## config.mk

```make
export PLATFORM = sky130hd
export DESIGN_NAME = mem_access_unit
export DESIGN_NICKNAME = d
export VERILOG_FILES = /design/src/rtl/mem_pkg.sv /design/src/rtl/mem_lane_unit.sv /design/src/rtl/mem_access_unit.sv
export SDC_FILE = /design/constraint.sdc
export NUM_CORES = 1
export LEC_CHECK = 0
export BUFFER_PORTS_ARGS = -buffer_cell sky130_fd_sc_hd__buf_4
export CAP_MARGIN = 10
export CELL_PAD_IN_SITES_DETAIL_PLACEMENT = 0
export CELL_PAD_IN_SITES_GLOBAL_PLACEMENT = 2
export CORE_ASPECT_RATIO = 0.6
export CORE_MARGIN = 3
export CORE_UTILIZATION = 31
export CTS_BUF_LIST = sky130_fd_sc_hd__clkbuf_8 sky130_fd_sc_hd__clkbuf_16
export CTS_CLUSTER_DIAMETER = 50
export DETAILED_ROUTE_END_ITERATION = 12
export PLACE_DENSITY_LB_ADDON = 0.25
export SLEW_MARGIN = 10
export SYNTH_ARGS = -nofsm -noshare
export SYNTH_HDL_FRONTEND = slang
export SYNTH_SLANG_ARGS = --single-unit
```

## constraint.sdc

```tcl
create_clock -name clk -period 6.81 [get_ports clk]
set_clock_uncertainty 0.1 [all_clocks]
set_input_delay 1.362 -clock clk [delete_from_list [all_inputs] [get_ports clk]]
set_output_delay 1.362 -clock clk [all_outputs]
set_load 0.01 [all_outputs]
```

## src/rtl/mem_pkg.sv

```systemverilog
// Shared MEM-stage encodings: load/store type codes, access sizes and FSM states.
// Imported by the EX/MEM producers as well as the memory access unit.
package mem_pkg;

  localparam logic [2:0] LD_W  = 3'b000;
  localparam logic [2:0] LD_H  = 3'b001;
  localparam logic [2:0] LD_HU = 3'b010;
  localparam logic [2:0] LD_B  = 3'b011;
  localparam logic [2:0] LD_BU = 3'b100;

  localparam logic [1:0] ST_W = 2'b00;
  localparam logic [1:0] ST_H = 2'b01;
  localparam logic [1:0] ST_B = 2'b10;

  typedef enum logic [1:0] {
    IDLE      = 2'd0,
    LOAD_WAIT = 2'd1,
    RMW_WRITE = 2'd2
  } mem_state_e;

  typedef enum logic [1:0] {
    SZ_WORD = 2'd0,
    SZ_HALF = 2'd1,
    SZ_BYTE = 2'd2
  } acc_size_e;

  // Unlisted load codes behave as LW.
  function automatic acc_size_e load_size(input logic [2:0] flag);
    case (flag)
      LD_H, LD_HU: load_size = SZ_HALF;
      LD_B, LD_BU: load_size = SZ_BYTE;
      default:     load_size = SZ_WORD;
    endcase
  endfunction

  // Store code 2'b11 behaves as SW.
  function automatic acc_size_e store_size(input logic [1:0] flag);
    case (flag)
      ST_H:    store_size = SZ_HALF;
      ST_B:    store_size = SZ_BYTE;
      default: store_size = SZ_WORD;
    endcase
  endfunction

endpackage

```

## src/rtl/mem_lane_unit.sv

```systemverilog
// Combinational big-endian lane logic: extract/extend for loads, merge for
// sub-word stores. Shared by the load-return and read-modify-write paths.
module mem_lane_unit
  import mem_pkg::*;
(
  input  logic [31:0] rdata,
  input  logic [1:0]  offset,
  input  logic [2:0]  load_flag,
  input  logic [1:0]  store_flag,
  input  logic [31:0] store_data,
  output logic [31:0] load_data,
  output logic [31:0] merge_data
);

  logic [15:0] half_sel;
  logic [7:0]  byte_sel;

  always_comb begin
    half_sel = offset[1] ? rdata[15:0] : rdata[31:16];
    case (offset)
      2'd0:    byte_sel = rdata[31:24];
      2'd1:    byte_sel = rdata[23:16];
      2'd2:    byte_sel = rdata[15:8];
      default: byte_sel = rdata[7:0];
    endcase

    case (load_flag)
      LD_H:    load_data = {{16{half_sel[15]}}, half_sel};
      LD_HU:   load_data = {16'h0000, half_sel};
      LD_B:    load_data = {{24{byte_sel[7]}}, byte_sel};
      LD_BU:   load_data = {24'h000000, byte_sel};
      default: load_data = rdata;
    endcase

    merge_data = rdata;
    case (store_flag)
      ST_H: begin
        if (offset[1]) merge_data[15:0]  = store_data[15:0];
        else           merge_data[31:16] = store_data[15:0];
      end
      ST_B: begin
        case (offset)
          2'd0:    merge_data[31:24] = store_data[7:0];
          2'd1:    merge_data[23:16] = store_data[7:0];
          2'd2:    merge_data[15:8]  = store_data[7:0];
          default: merge_data[7:0]   = store_data[7:0];
        endcase
      end
      default: merge_data = store_data;
    endcase
  end

endmodule

```

## src/rtl/mem_access_unit.sv

```systemverilog
// MEM-stage load/store unit for a 1-cycle-latency word RAM without byte enables.
// Optional MEM_ALIGN_CHECK_EN suppresses misaligned accesses and flags outAddrError.
module mem_access_unit
  import mem_pkg::*;
#(
  parameter int MEM_AW = 10
) (
  input  logic              clk,
  input  logic              reset,
  input  logic [31:0]       inAddr,
  input  logic [31:0]       inDataRt,
  input  logic              inMemRead,
  input  logic              inMemWrite,
  input  logic [2:0]        inLoadFlag,
  input  logic [1:0]        inStoreFlag,
  output logic [MEM_AW-1:0] memAddr,
  output logic              memRe,
  output logic              memWe,
  output logic [31:0]       memWdata,
  input  logic [31:0]       memRdata,
  output logic [31:0]       outReadData,
  output logic              outStall,
  output logic              outAddrError
);

  mem_state_e        state_q, state_d;
  logic [MEM_AW-1:0] addr_q, addr_d;
  logic [1:0]        offset_q, offset_d;
  logic [2:0]        load_flag_q, load_flag_d;
  logic [1:0]        store_flag_q, store_flag_d;
  logic [31:0]       wdata_q, wdata_d;
  logic [31:0]       read_data_q, read_data_d;
  logic [31:0]       lane_load, lane_merge;
  logic              misaligned;
  logic              unused_addr_hi;

  assign unused_addr_hi = ^inAddr[31:MEM_AW+2];

  mem_lane_unit u_lane (
    .rdata      (memRdata),
    .offset     (offset_q),
    .load_flag  (load_flag_q),
    .store_flag (store_flag_q),
    .store_data (wdata_q),
    .load_data  (lane_load),
    .merge_data (lane_merge)
  );

`ifdef MEM_ALIGN_CHECK_EN
  acc_size_e req_size;

  always_comb begin
    req_size   = inMemRead ? load_size(inLoadFlag) : store_size(inStoreFlag);
    misaligned = (inMemRead || inMemWrite) &&
                 (((req_size == SZ_WORD) && (inAddr[1:0] != 2'b00)) ||
                  ((req_size == SZ_HALF) && inAddr[0]));
  end
`else
  assign misaligned = 1'b0;
`endif

  assign outAddrError = reset && (state_q == IDLE) && misaligned;

  always_comb begin
    state_d      = state_q;
    addr_d       = addr_q;
    offset_d     = offset_q;
    load_flag_d  = load_flag_q;
    store_flag_d = store_flag_q;
    wdata_d      = wdata_q;
    read_data_d  = read_data_q;
    memAddr      = addr_q;
    memRe        = 1'b0;
    memWe        = 1'b0;
    memWdata     = wdata_q;
    outStall     = 1'b0;
    outReadData  = read_data_q;

    case (state_q)
      IDLE: begin
        // A simultaneous read and write is treated as a load only.
        if (!misaligned && inMemRead) begin
          memAddr     = inAddr[MEM_AW+1:2];
          addr_d      = inAddr[MEM_AW+1:2];
          memRe       = 1'b1;
          outStall    = 1'b1;
          offset_d    = inAddr[1:0];
          load_flag_d = inLoadFlag;
          state_d     = LOAD_WAIT;
        end else if (!misaligned && inMemWrite) begin
          memAddr = inAddr[MEM_AW+1:2];
          addr_d  = inAddr[MEM_AW+1:2];
          if (store_size(inStoreFlag) == SZ_WORD) begin
            memWe    = 1'b1;
            memWdata = inDataRt;
          end else begin
            memRe        = 1'b1;
            outStall     = 1'b1;
            offset_d     = inAddr[1:0];
            wdata_d      = inDataRt;
            store_flag_d = inStoreFlag;
            state_d      = RMW_WRITE;
          end
        end
      end
      LOAD_WAIT: begin
        outReadData = lane_load;
        read_data_d = lane_load;
        state_d     = IDLE;
      end
      RMW_WRITE: begin
        memWe    = 1'b1;
        memWdata = lane_merge;
        state_d  = IDLE;
      end
      default: state_d = IDLE;
    endcase

    // Reset must never let an abandoned access touch the RAM.
    if (!reset) begin
      memRe    = 1'b0;
      memWe    = 1'b0;
      outStall = 1'b0;
    end
  end

  always_ff @(posedge clk) begin
    if (!reset) begin
      state_q      <= IDLE;
      addr_q       <= '0;
      offset_q     <= '0;
      load_flag_q  <= '0;
      store_flag_q <= '0;
      wdata_q      <= '0;
      read_data_q  <= '0;
    end else begin
      state_q      <= state_d;
      addr_q       <= addr_d;
      offset_q     <= offset_d;
      load_flag_q  <= load_flag_d;
      store_flag_q <= store_flag_d;
      wdata_q      <= wdata_d;
      read_data_q  <= read_data_d;
    end
  end

endmodule

```

Yosys cells after proc, flatten, opt, wreduce, memory -nomap -nowiden
Index checks and enable logic that the tools add are counted.
Word-level totals
  word-level logic and storage cells: 75
  output and inout port bits: 78
  bits in registers: 83
Cells by class
  mux-type cells: 38
  bitwise operators: 4
  equal/unequal tests: 13
  reductions and logical operators: 12
Operators with widths (number)
  $mux 32: 4
  $pmux 32 s2: 2
  $pmux 32 s4: 1
  $mux 16: 3
  $mux 8: 4
  $mux 10: 3
  $pmux 8 s3: 1
  $mux 1: 12
  $mux 2: 6
  $eq 2x1->1 const B: 4
  $eq 2x2->1 const B: 4
  $reduce_and 2->1: 4
  $eq 3x2->1 const B: 2
  $logic_not 2->1: 3
  $reduce_or 3->1: 2
  $not 1->1: 4
  $pmux 2 s2: 1
  $reduce_and 4->1: 1
  $eq 3x1->1 const B: 1
  $eq 3x3->1 const B: 1
  $reduce_and 3->1: 1
  $ne 2x2->1 const B: 1
  $pmux 1 s2: 1
  $reduce_bool 2->1: 1

Longest topological paths before layout
  word-level depth: 11
  gate-level depth with buffers: 8

Cells and area by module
A second synthesis with hierarchy kept.
Unflattened totals
  cell total of the unflattened synthesis: 794
  area, all modules: 6382.4 µm²
By module, submodules not included
  mem_access_unit: cells each 501, instances 1, area an instance 4322.9 µm², sequential area each 1661.6 µm²
  mem_lane_unit: cells each 293, instances 1, area an instance 2059.5 µm², sequential area each 0.0 µm²

Worst setup path after synthesis
No wires, ideal clock.
  path kind: input to output
  from: input port inMemRead
  to: output port memWdata[16]
  arrival time: 2.638 ns
  data required time: 5.348 ns
  stages: 6
  slack: 2.710 ns
  buffers on the path: 2
  cell sequence: buf_2 nor4b_4 and2_0 buf_2 nor3_1 nor3_1
Between the ends
  longest elaborated chain between the ends: 2
RTL lines
  start, declared: line mem_access_unit.sv:12  | input logic inMemRead,
  $mux 32: line mem_access_unit.sv:82  | if (!misaligned && inMemRead) begin
  $pmux 32 s2: line mem_access_unit.sv:79  | case (state_q)
  end, declared: line mem_access_unit.sv:19  | output logic [31:0] memWdata,
No other way between the ends.

Worst setup path in the final report
Same ends and word-level chain as after synthesis.

==> out/qor.yml <==
syn_inst: 694
postSynthAreaPerCell_um2: 7.97
dpl.cell_count: 1036
start_util_pct: 32.0
layout-drive-gt1-share_pct: 28.7
clk_latency_ns: 0.34
fin_cells: 1052
coreArea_um2: 17300
critPathKind: "input pin to output port"
io-pin-count: 183
ys.flop_type: "dfxtp_1"
drt_iter0_drc: 621
antenna_left: 0
max_cap_violations: 0
tightestPinTransition_ns: 1.06
endpoint_kind: "output port"
drt_pass1_iterations: 5
setup_violations: 0
cts_tree: "done"
route.detailed.drc: 0
final.setup.tns_ns: 0
rsz0062_at_grt: "false"
pre_cts_ws_ns: 2.09
p_per_area_nw_per_um2: 203
die_h_um: 109
synth_seq_cells: 83
clk_pin_slew_worst_paths_ns: 0.07
grt_use_total_pct: 23.3
avgViaCountPerCell: 5.86
row_count: 37
synth_edf_count: 0
overflow: 0
finalHoldViolCount: 0
worstHoldStart: "wdata_q[28]"
yosysUniqueCellTypes: 70
numCtsBuffers: 9
clock_path_buffers: 2
status: "completed"
worst_ir_drop_vdd_mv: 0.102
n_antenna_cell: 0
grt_max_degree: 42
path_max_fanout: 14
gp_congestion: 0.878
cts.sinks: 83
cts_hold_buf: 0
yosysSeqAreaShare_pct: 30.0
grt_pass1_vias: 5786
vias: 6165
max_freq_mhz: 207
htreeDepth: 3
drt-total-wl_um: 23300
r2r_start: "offset_q[1]"
portBuffers: 161
p_leak_nw: 2.79
nets: 920
cts_resized: 0
fin_crit_sh_pct: 71.0
grt_pass1_wl_um: 34400
max_slew_margin_pct: 29.6
antenna_found_initial: 0
die_area_um2: 19500
worstSetupStartpointType: "input pin"
ys_warn_count: 0
synth_nets: 801
fillers: 1779
critPathArrivalTime_ns: 3.38
dpl_cell_area_um2: 6790
syn_to_final_growth_pct: 27.9
cts_root_buf: "clkbuf_16"
wire_per_inst_um: 22.2
setup_ws_ns: 1.97
hold_path_class: "flip-flop to flip-flop"
critPathLaunch: "inMemRead"
min_period_ns: 4.84
cp.required_ns: 5.35
slew_violations: 0
place_hpwl_um: 17100
final_cell_area_um2: 7080
postCtsSetupRepairBufs: 0
async_reset_ff_share_pct: 0
synth_area_um2: 5530
final_util_pct: 40.9
fp.dieW_um: 178
==> cells by family after synthesis <==
kind of cell             share of synthesized area (%)
adder cells (fa/ha/maj)                          0.452
AND/OR/NAND/NOR                                   21.0
AO/OA/AOI/OAI                                     30.8
buffers and inverters                             6.20
flip-flops                                        30.0
XOR/XNOR                                         0.475
multiplexers                                      11.0
other                                           0.0678
==> worst max-delay path, cell delays in order <==
cell and delay, ns:
buf_4 0.15, nor4b_4 0.20, buf_4 0.22, and2_0 0.84
nor3_1 0.10, nor3_1 0.30, buf_4 0.19
==> state kept, by name, summed over array words and instances, names as in the netlist <==
| name | cells |
|---|---|
| offset_q | 2 |
| store_flag_q | 2 |
| wdata_q | 32 |
| load_flag_q | 3 |
| read_data_q | 32 |
| addr_q | 10 |
| state_q | 2 |
==> cell usage in the layout, fill, tap and decap left out, types with 3 or more instances in the layout <==
master       n
mux4_2       8
o31ai_1      9
mux2i_1     13
o31a_1       7
o21ai_0     16
buf_4      170
nand2b_1     5
a221oi_1     9
a22o_1       6
dfxtp_1     83
mux2_2      25
and2_1      12
a22oi_1     23
o41ai_1      7
nand3_1     18
a211oi_1    11
o211ai_1     6
and3b_1      3
inv_1        7
clkbuf_16    9
a31oi_1      8
nor2_1      40
a21oi_1     68
a32oi_1     12
nor3b_1      7
nor2b_1      3
a311oi_1     7
nor3_1      21
a221o_1     15
o2bb2ai_1    9
a21oi_2      3
nand2_1    122
and3_1       4
==> worst paths after layout <==
path                     endpoint  slack (ns)  cells after the start
hold reg to reg       wdata_q[28]        0.36                      2
setup / recovery     memWdata[16]        1.97                      7
hold / removal        wdata_q[28]        0.36                      2
setup reg to reg  read_data_q[16]        3.91                      5
==> area by class of cell <==
type | instances | area, um2 | area share, %
Multi-Input combinational cell | 540 | 3530 | 49.9
Sequential cell | 83 | 1660 | 23.5
Timing Repair Buffer | 170 | 1280 | 18.0
Tap cell | 234 | 293 | 4.14
Clock buffer | 9 | 225 | 3.18
Clock inverter | 7 | 58.8 | 0.831
Inverter | 9 | 33.8 | 0.477
==> synth_stat cells, types with 3 or more instances <==
master	n	share of area [%]
a211oi_1	11	1.5
a21oi_1	68	6.2
a21oi_2	3	0.47
a221o_1	15	2.7
a221oi_1	9	1.4
a22o_1	6	0.95
a22oi_1	23	3.1
a311oi_1	7	1.1
a31oi_1	8	0.90
a32oi_1	12	1.9
and2_1	12	1.4
and3_1	4	0.45
and3b_1	3	0.47
buf_2	19	1.7
buf_4	6	0.81
buf_6	4	0.81
clkbuf_1	32	2.2
dfxtp_1	83	30
inv_1	7	0.47
mux2_2	25	5.1
mux2i_1	13	2.4
mux4_2	8	3.3
nand2_1	122	8.3
nand2b_1	5	0.57
nand3_1	18	1.6
nor2_1	40	2.7
nor2b_1	3	0.34
nor3_1	21	1.9
nor3b_1	7	0.95
o211ai_1	6	0.81
o21ai_0	16	1.4
o2bb2ai_1	9	1.4
o31a_1	7	1.1
o31ai_1	9	1.2
o41ai_1	7	1.1
==> routing by layer <==
layer  share of wire [%]  up-vias  GRT usage [%]
li1                    -     2854              -
met1                  48     2985           34.3
met2                  41      304           33.7
met3                 9.9       22           5.66
met4                 1.4        0           5.83
met5                   0        -              0
==> through the flow <==
step	power [mW]	hold WS, ns
2_1_floorplan	0.770	0.337
3_3_place_gp	0.945	0.344
3_5_place_dp	0.952	0.351
4_1_cts	1.44	0.361
5_1_grt	1.50	0.374
6_report	1.43	0.362
==> where the power goes <==
group	leakage, nW	total, mW	switching [mW]	internal [mW]
Sequential	0.677	0.542	0.0310	0.511
Combinational	1.97	0.403	0.221	0.182
Clock	0.138	0.488	0.235	0.254
Total	2.79	1.43	0.487	0.947
No activity file was read; power rests on OpenSTA's default activity.
